===== src/rtl/display_cycler_if.sv =====
// Channel/display bundle between the activity counters, the display cycler and the
// seven-segment driver. master drives channels and manual controls; slave is the cycler.
interface display_cycler_if #(
    parameter int NUM_CH = 4,
    parameter int DATA_W = 4
);
    localparam int IDX_W = (NUM_CH > 1) ? $clog2(NUM_CH) : 1;

    logic [NUM_CH*DATA_W-1:0] ch_data;
    logic [NUM_CH-1:0]        ch_enable;
    logic                     hold;
    logic                     step;
    logic [DATA_W-1:0]        selected_data;
    logic [IDX_W-1:0]         sel_idx;
    logic [NUM_CH-1:0]        sel_onehot;
    logic                     adv_tick;

    modport master (
        output ch_data, ch_enable, hold, step,
        input  selected_data, sel_idx, sel_onehot, adv_tick
    );

    modport slave (
        input  ch_data, ch_enable, hold, step,
        output selected_data, sel_idx, sel_onehot, adv_tick
    );
endinterface


===== src/rtl/display_cycler.sv =====
// Round-robin display selector with dwell timer, enable skip mask and one-hot indicator.
// Define CYCLER_MANUAL_EN to honour the hold/step controls; otherwise rotation is purely timed.
module display_cycler #(
    parameter int NUM_CH       = 4,
    parameter int DATA_W       = 4,
    parameter int DWELL_CYCLES = 200_000_000
) (
    input  logic             clk100MHz,
    input  logic             reset_n,
    display_cycler_if.slave  dc
);
    localparam int IDX_W = (NUM_CH > 1) ? $clog2(NUM_CH) : 1;
    localparam int CNT_W = $clog2(DWELL_CYCLES);
    localparam logic [CNT_W-1:0] CNT_LAST = CNT_W'(DWELL_CYCLES - 1);
    localparam logic [IDX_W:0]   WRAP     = (IDX_W+1)'(NUM_CH);

    logic [IDX_W-1:0]  sel_idx_reg, sel_idx_next;
    logic [NUM_CH-1:0] sel_onehot_reg, sel_onehot_next;
    logic [CNT_W-1:0]  dwell_cnt_reg, dwell_cnt_next;
    logic [DATA_W-1:0] selected_data_reg, selected_data_next;
    logic              adv_tick_reg;

    logic              hold_act;
    logic              step_act;
    logic              any_en;
    logic              cur_dis;
    logic              term;
    logic              advance;
    logic [IDX_W-1:0]  found_idx;

    logic [DATA_W-1:0] ch_word  [NUM_CH];
    logic [IDX_W:0]    cand_sum [NUM_CH];
    logic [IDX_W-1:0]  cand_idx [NUM_CH];
    logic              cand_hit [NUM_CH];

`ifdef CYCLER_MANUAL_EN
    assign hold_act = dc.hold;
    assign step_act = dc.step;
`else
    wire unused_manual = dc.hold ^ dc.step;
    assign hold_act = 1'b0;
    assign step_act = 1'b0;
`endif

    // Candidate gi is the channel at distance gi+1 above the current one, modulo NUM_CH;
    // the last candidate is the current channel itself, covering the single-enabled case.
    generate
        for (genvar gi = 0; gi < NUM_CH; gi++) begin : g_chan
            assign ch_word[gi]  = dc.ch_data[gi*DATA_W +: DATA_W];
            assign cand_sum[gi] = {1'b0, sel_idx_reg} + (IDX_W+1)'(gi + 1);
            assign cand_idx[gi] = (cand_sum[gi] >= WRAP) ? IDX_W'(cand_sum[gi] - WRAP)
                                                         : cand_sum[gi][IDX_W-1:0];
            assign cand_hit[gi] = dc.ch_enable[cand_idx[gi]];
            assign sel_onehot_next[gi] = (sel_idx_next == IDX_W'(gi));
        end
    endgenerate

    // Nearest enabled candidate wins, so scan from the farthest down to the nearest.
    always_comb begin
        found_idx = sel_idx_reg;
        for (int i = NUM_CH - 1; i >= 0; i--) begin
            if (cand_hit[i]) begin
                found_idx = cand_idx[i];
            end
        end
    end

    // Next-state logic: sel_idx is the state, advancing only on an advance event.
    always_comb begin
        any_en             = |dc.ch_enable;
        cur_dis            = any_en & ~dc.ch_enable[sel_idx_reg];
        term               = (dwell_cnt_reg == CNT_LAST);
        advance            = any_en & (step_act | cur_dis | (term & ~hold_act));
        sel_idx_next       = sel_idx_reg;
        dwell_cnt_next     = dwell_cnt_reg + CNT_W'(1);
        selected_data_next = '0;

        if (advance) begin
            sel_idx_next   = found_idx;
            dwell_cnt_next = '0;
        end else if (hold_act) begin
            dwell_cnt_next = dwell_cnt_reg;
        end else if (term) begin
            dwell_cnt_next = '0;
        end

        if (any_en) begin
            selected_data_next = ch_word[sel_idx_reg];
        end
    end

    always_ff @(posedge clk100MHz or negedge reset_n) begin
        if (!reset_n) begin
            sel_idx_reg       <= '0;
            sel_onehot_reg    <= NUM_CH'(1);
            dwell_cnt_reg     <= '0;
            selected_data_reg <= '0;
            adv_tick_reg      <= 1'b0;
        end else begin
            sel_idx_reg       <= sel_idx_next;
            sel_onehot_reg    <= sel_onehot_next;
            dwell_cnt_reg     <= dwell_cnt_next;
            selected_data_reg <= selected_data_next;
            adv_tick_reg      <= advance;
        end
    end

    assign dc.sel_idx       = sel_idx_reg;
    assign dc.sel_onehot    = sel_onehot_reg;
    assign dc.selected_data = selected_data_reg;
    assign dc.adv_tick      = adv_tick_reg;
endmodule


===== src/flat_wrapper.sv =====
// flat-port wrapper written by rule: the top's interface ports become plain ports
module display_cycler_flat 
#(
    parameter int NUM_CH       = 4,
    parameter int DATA_W       = 4,
    parameter int DWELL_CYCLES = 200_000_000
)
  (clk100MHz, reset_n, dc_ch_data, dc_ch_enable, dc_hold, dc_step, dc_selected_data, dc_sel_idx, dc_sel_onehot, dc_adv_tick);
  display_cycler_if #(.NUM_CH(NUM_CH), .DATA_W(DATA_W)) dc_i ();
  input  logic clk100MHz;
  input  logic reset_n;
  input wire logic [$bits(dc_i.ch_data)-1:0] dc_ch_data;
  input wire logic [$bits(dc_i.ch_enable)-1:0] dc_ch_enable;
  input wire logic [$bits(dc_i.hold)-1:0] dc_hold;
  input wire logic [$bits(dc_i.step)-1:0] dc_step;
  output wire logic [$bits(dc_i.selected_data)-1:0] dc_selected_data;
  output wire logic [$bits(dc_i.sel_idx)-1:0] dc_sel_idx;
  output wire logic [$bits(dc_i.sel_onehot)-1:0] dc_sel_onehot;
  output wire logic [$bits(dc_i.adv_tick)-1:0] dc_adv_tick;
  assign dc_i.ch_data = dc_ch_data;
  assign dc_i.ch_enable = dc_ch_enable;
  assign dc_i.hold = dc_hold;
  assign dc_i.step = dc_step;
  assign dc_selected_data = dc_i.selected_data;
  assign dc_sel_idx = dc_i.sel_idx;
  assign dc_sel_onehot = dc_i.sel_onehot;
  assign dc_adv_tick = dc_i.adv_tick;
  display_cycler #(.NUM_CH(NUM_CH), .DATA_W(DATA_W), .DWELL_CYCLES(DWELL_CYCLES)) u_core (.clk100MHz(clk100MHz), .reset_n(reset_n), .dc(dc_i));
endmodule

===== config.mk =====
export PLATFORM = sky130hd
export DESIGN_NAME = display_cycler_flat
export DESIGN_NICKNAME = d
export VERILOG_FILES = /design/src/rtl/display_cycler_if.sv /design/src/rtl/display_cycler.sv /design/src/flat_wrapper.sv
export SDC_FILE = /design/constraint.sdc
export NUM_CORES = 1
export LEC_CHECK = 0
export BUFFER_PORTS_ARGS = -buffer_cell sky130_fd_sc_hd__buf_2
export CAP_MARGIN = 20
export CORE_ASPECT_RATIO = 1.4
export CORE_MARGIN = 5
export CORE_UTILIZATION = 55
export DETAILED_ROUTE_END_ITERATION = 10
export PLACE_DENSITY = 0.78
export SYNTH_ARGS = -nofsm -noshare
export SYNTH_HDL_FRONTEND = slang
export SYNTH_SLANG_ARGS = --single-unit

===== constraint.sdc =====
create_clock -name clk100MHz -period 2.8 [get_ports clk100MHz]
set_clock_uncertainty 0.15 [all_clocks]
set_input_delay 0.14 -clock clk100MHz [delete_from_list [all_inputs] [get_ports clk100MHz]]
set_output_delay 0.14 -clock clk100MHz [all_outputs]
set_load 0.02 [all_outputs]

# After elaboration in Yosys (flattened, before gate mapping)
# Index checks and enable logic that the tools add are counted.
# op_classes
add_sub_neg	9
order_cmp	10
eq_ne	4
n_mux	25
n_bitwise	5
n_reduce_logical	2
# ops
op	n
$mux 28	2
$add 28x1->28 const B	1
$eq 28x28->1 const B	1
$mux 2	9
$ge 3x3->1 const B	5
$lt 2x3->1 const B	5
$mux 4	3
$bmux 1 s2	5
$bmux 4 s2	1
$sub 2x1->2 const B	4
$add 2x2->3 const B	2
$mux 1	5
$eq 2x2->1 const B	2
$reduce_or 4->1	1
$add 2x1->3 const B	1
$add 2x3->3 const B	1
$not 2->3	1
$and 1x1->1	2
$eq 2x1->1 const B	1
$logic_not 2->1	1
$not 1->1	1
$or 1x1->1	1
# totals
regBits	39
out_inout_bits	11

# Longest topological paths before layout
# logic_depth
word_depth	11
depth_mapped	8

# Worst setup path before layout
# Ideal clock, no wire load.
# synth_path
path_type	reg2reg
startpoint	register u_core.dwell_cnt_reg[0]
endpoint	register u_core.sel_onehot_reg[1] (netlist: u_core.dc.sel_onehot[1])
arrival_time_ps	1954
required_time_ps	2530
setup_slack_ps	577
path_stages_with_launch	8
synth_period_minus_slack_ps	2223
cell_sequence	dfrtp_1 ha_1 and3_1 clkbuf_1 nand3_1 or4_4 a211o_1 and3_1
# synth_between
elab_chain_len	5
# synth_rtl
item	line_no	source
start, declared	display_cycler.sv:19	logic [CNT_W-1:0] dwell_cnt_reg, dwell_cnt_next;
start signal, assigned	display_cycler.sv:102	dwell_cnt_reg <= dwell_cnt_next;
$eq 28x28->1	display_cycler.sv:72	term = (dwell_cnt_reg == CNT_LAST);
$or 1x1->1	display_cycler.sv:73	advance = any_en & (step_act | cur_dis | (term & ~hold_act));
$and 1x1->1	display_cycler.sv:73	
$mux 2	display_cycler.sv:78	if (advance) begin
$eq 2x1->1	display_cycler.sv:54	assign sel_onehot_next[gi] = (sel_idx_next == IDX_W'(gi));
via u_core.sel_onehot_next[1]	display_cycler.sv:18	logic [NUM_CH-1:0] sel_onehot_reg, sel_onehot_next;
end signal, assigned	display_cycler.sv:101	sel_onehot_reg <= sel_onehot_next;
end, declared	display_cycler.sv:18	
# The timed path passes the listed nets, and every way through them passes these cells.

# Final worst setup path
# layout_path
startpoint	register u_core.dwell_cnt_reg[11]
endpoint	register u_core.sel_onehot_reg[0] (netlist: u_core.dc.sel_onehot[0])
# layout_between
elab_chain_len	5
# layout_rtl
item	line_no
$eq 28x28->1	display_cycler.sv:72
$or 1x1->1	display_cycler.sv:73
$and 1x1->1	display_cycler.sv:73
$mux 2	display_cycler.sv:78
$logic_not 2->1	display_cycler.sv:54
via u_core.sel_onehot_next[0]	display_cycler.sv:18
# The timed path passes the listed nets, and every way through them passes these cells.

==> key figures <==
Pwr
  • Sw power: 0.602 mW
  • Leakage: 1.05 nW
  • Peak VDD IR: 0.557 mV
  • Comb pwr share: 37.9%
  • Switching Share: 35.1%
  • PD cells: 718 mW/mm²
  • Part of the power in the clock network: 21.0%
  • Internal power: 1.11 mW
  • Part of the power in registers: 41.1%

Detailed routing
  • Routed Antenna Nets: 0
  • DRC: 0
  • Drt via density: 5.65
  • Total Wirelength: 4.20 mm
  • Initial DRC Count: 103
  • Router iterations before antenna repair: 4
  • Via count: 1,617
  • DR WL/cell: 14.7 µm

GRT
  • Vias in the first global route: 1,601
  • First-pass GRT wire length: 6.89 mm
  • Largest net degree at the start of global routing: 40
  • Overall routing resource usage: 18.2%
  • Grt ovf: 0
  • Initial antenna violation count: 0

Setup path
  • Maximum fanout along the worst path: 7
  • CP endpoint kind: flop
  • Critical Path RT: 2.88 ns
  • Startpoint Class: flop
  • Worst Path Arrival: 2.45 ns
  • Worst setup path class: reg2reg

STA
  • Part of the cycle the worst path needs: 84.5%
  • Hold Worst Slack: 0.140 ns
  • Maximum clock frequency: 422 MHz
  • Fin Setup TNS: 0 ns
  • Hold Fails Final Rpt: 0
  • Slew Limit Fails: 0
  • Minimum clock period: 2.37 ns
  • Slew Limit Headroom: 44.1%
  • Setup violators final: 0
  • Least-Margin Pin Slew: 0.838 ns
  • RSZ-0062 raised after global routing: false

Finish
  • Proportion of layout cells with a drive suffix above 1: 24.6%
  • Area growth syn-to-layout: 16.8%
  • Max FFs per register: 28
  • Antenna Cells: 0
  • Post-route cell area: 0.00239 mm²
  • Reg area: 977 µm²
  • Commonest non-fill, non-tap cell in the layout: dfrtp_1
  • Area of the multi-input gates: 0.00103 mm²
  • Layout fillers: 310
  • Most frequent cells in the layout: 38 x dfrtp_1, 32 x buf_2, 30 x nor2_1
  • Layout Nets: 268

Place
  • GPL Wtd Cong: 0.804
  • DP Wirelength: 3.04 mm
  • IO Port Bufs: 32
  • Cell area after placement: 0.00228 mm²

CTS
  • CTS Buf Count: 5
  • Clk_lat worst skew: 0.29 ns
  • Root Buffer Master: clkbuf_8
  • CTS tree: yes
  • CTS Buffer Depth: 2
  • Resize count post-CTS: 0
  • Clock sinks: 39
  • Worst-path clk slew: 0.07 ns
  • CTS H-tree depth: 2

Logic synthesis
  • Cells after Synth: 201
  • Synthesis Warnings: 0
  • Sequential element share of the synthesized area: 47.8%
  • Top FF cell, synth: dfrtp_1
  • Syn_nets: 226
  • Post-synth EDFFs: 0
  • Synth Cell Area: 0.00204 mm²
  • Synth Register Bits: 39
  • Post-synthesis area per instance: 10.2 µm²
  • Distinct cells, synth: 40
  • Ys async rst share: 100%

Floorplan
  • Core area: 0.00361 mm²
  • Die area: 0.00505 mm²
  • Initial Util: 56.6%
  • Site Rows: 26
  • Die Y: 82.1 µm
  • IO Pins: 35
  • Die X: 61.5 µm

Min path
  • Worst min path class: in2reg

Flow run
  • Max-Cap Viols: 0

Run status
  • Outcome: complete, no violations
==> power groups by stage <==
| stage | Sequential, mW | Clock [mW] | Combinational (mW) |
|---|---|---|---|
| 4_1_cts | 0.704 | 0.371 | 0.635 |
| 2_1_floorplan | 0.819 | 0 | 0.341 |
| 6_report | 0.703 | 0.360 | 0.649 |
| 3_3_place_gp | 0.711 | 0 | 0.617 |
| 5_1_grt | 0.714 | 0.395 | 0.708 |
| 3_5_place_dp | 0.715 | 0 | 0.633 |
==> repair_timing <==
action,CTS,global route
setup buffers,0,0
endpoints found under the setup margin,0,0
endpoints found under the hold margin,38,0
hold buffers,1,0
==> metal layers <==
metal,track usage (%),part of all wire (%),vias up
met4,9.77,2.6,0
li1,-,-,799
met1,19.4,40,767
met5,0,0,-
met3,3.42,6.7,11
met2,32.7,51,40
==> area by class of cell <==
cell class	count	area share, %
multi-input combinational	153	43.2
clock inverter	1	0.210
sequential	39	41.0
timing repair buffer	40	9.65
inverter	4	0.629
clock buffer	7	3.20
tap	42	2.20
==> worst paths after layout <==
| kind | start | to | slack, ns | cells past startpoint |
|---|---|---|---|---|
| max | u_core.dwell_cnt_reg[11]$_DFF_PN0_ | u_core.dc.sel_onehot[0]$_DFF_PN1_ | 0.43 | 5 |
| min | dc_ch_data[3] | u_core.dc.selected_data[3]$_DFF_PN0_ | 0.14 | 3 |
| max reg2reg | u_core.dwell_cnt_reg[11]$_DFF_PN0_ | u_core.dc.sel_onehot[0]$_DFF_PN1_ | 0.43 | 5 |
| min reg2reg | u_core.dwell_cnt_reg[0]$_DFF_PN0_ | u_core.dwell_cnt_reg[0]$_DFF_PN0_ | 0.34 | 1 |
| max in group asynchronous | reset_n | u_core.dwell_cnt_reg[11]$_DFF_PN0_ | 1.63 | 2 |
| min in group asynchronous | reset_n | u_core.dc.selected_data[1]$_DFF_PN0_ | 0.34 | 2 |
==> cell usage after synthesis (all sizes together) (2+ instances only) <==
library cell   n  share of area [%]
inv            4               0.73
nand3         15                3.7
nand4          7                2.1
o21ai          2               0.67
nor4           8                2.4
and4           2               0.86
nand2         17                3.2
clkbuf         2               0.37
dfrtp         38                 47
nor3           2               0.49
nor2b          6                1.8
nor2          30                5.5
mux4           5                5.5
or4b           2               0.98
and3           4                1.2
nor4b          3                1.6
xnor2          6                2.6
buf            3               0.67
xor2          20                8.6
a21oi          8                2.0
or4            3                1.5
==> critical path: stages (launching register included) <==
cell and delay (ns):
dfrtp_1 0.44, or4b_2 0.65, nor4_1 0.43, a21oi_1 0.12, a21oi_1 0.31, and3b_1 0.21
==> cells by family after synthesis <==
kind of cell / count (synthesis) / synth area share, %
xor gates and xnor gates: 26 / 11.1
and+or+nand+nor: 103 / 27.3
AOI/OAI and AO/OA: 16 / 4.84
muxes: 7 / 6.55
adders and majority gates: 1 / 0.612
DFF: 39 / 47.8
buffers and inverters: 9 / 1.78
==> stage by stage <==
stage          utilization, %  cells  setup WS [ns]  total power [mW]
4_1_cts                  65.7    285          0.370              1.71
3_5_place_dp             63.1    276          0.371              1.35
2_1_floorplan               -    201          0.577              1.16
3_3_place_gp             63.1    276          0.432              1.33
5_1_grt                  66.1    286          0.219              1.82
6_report                 66.1    286          0.433              1.71
Power figures use the tool's default switching activity.
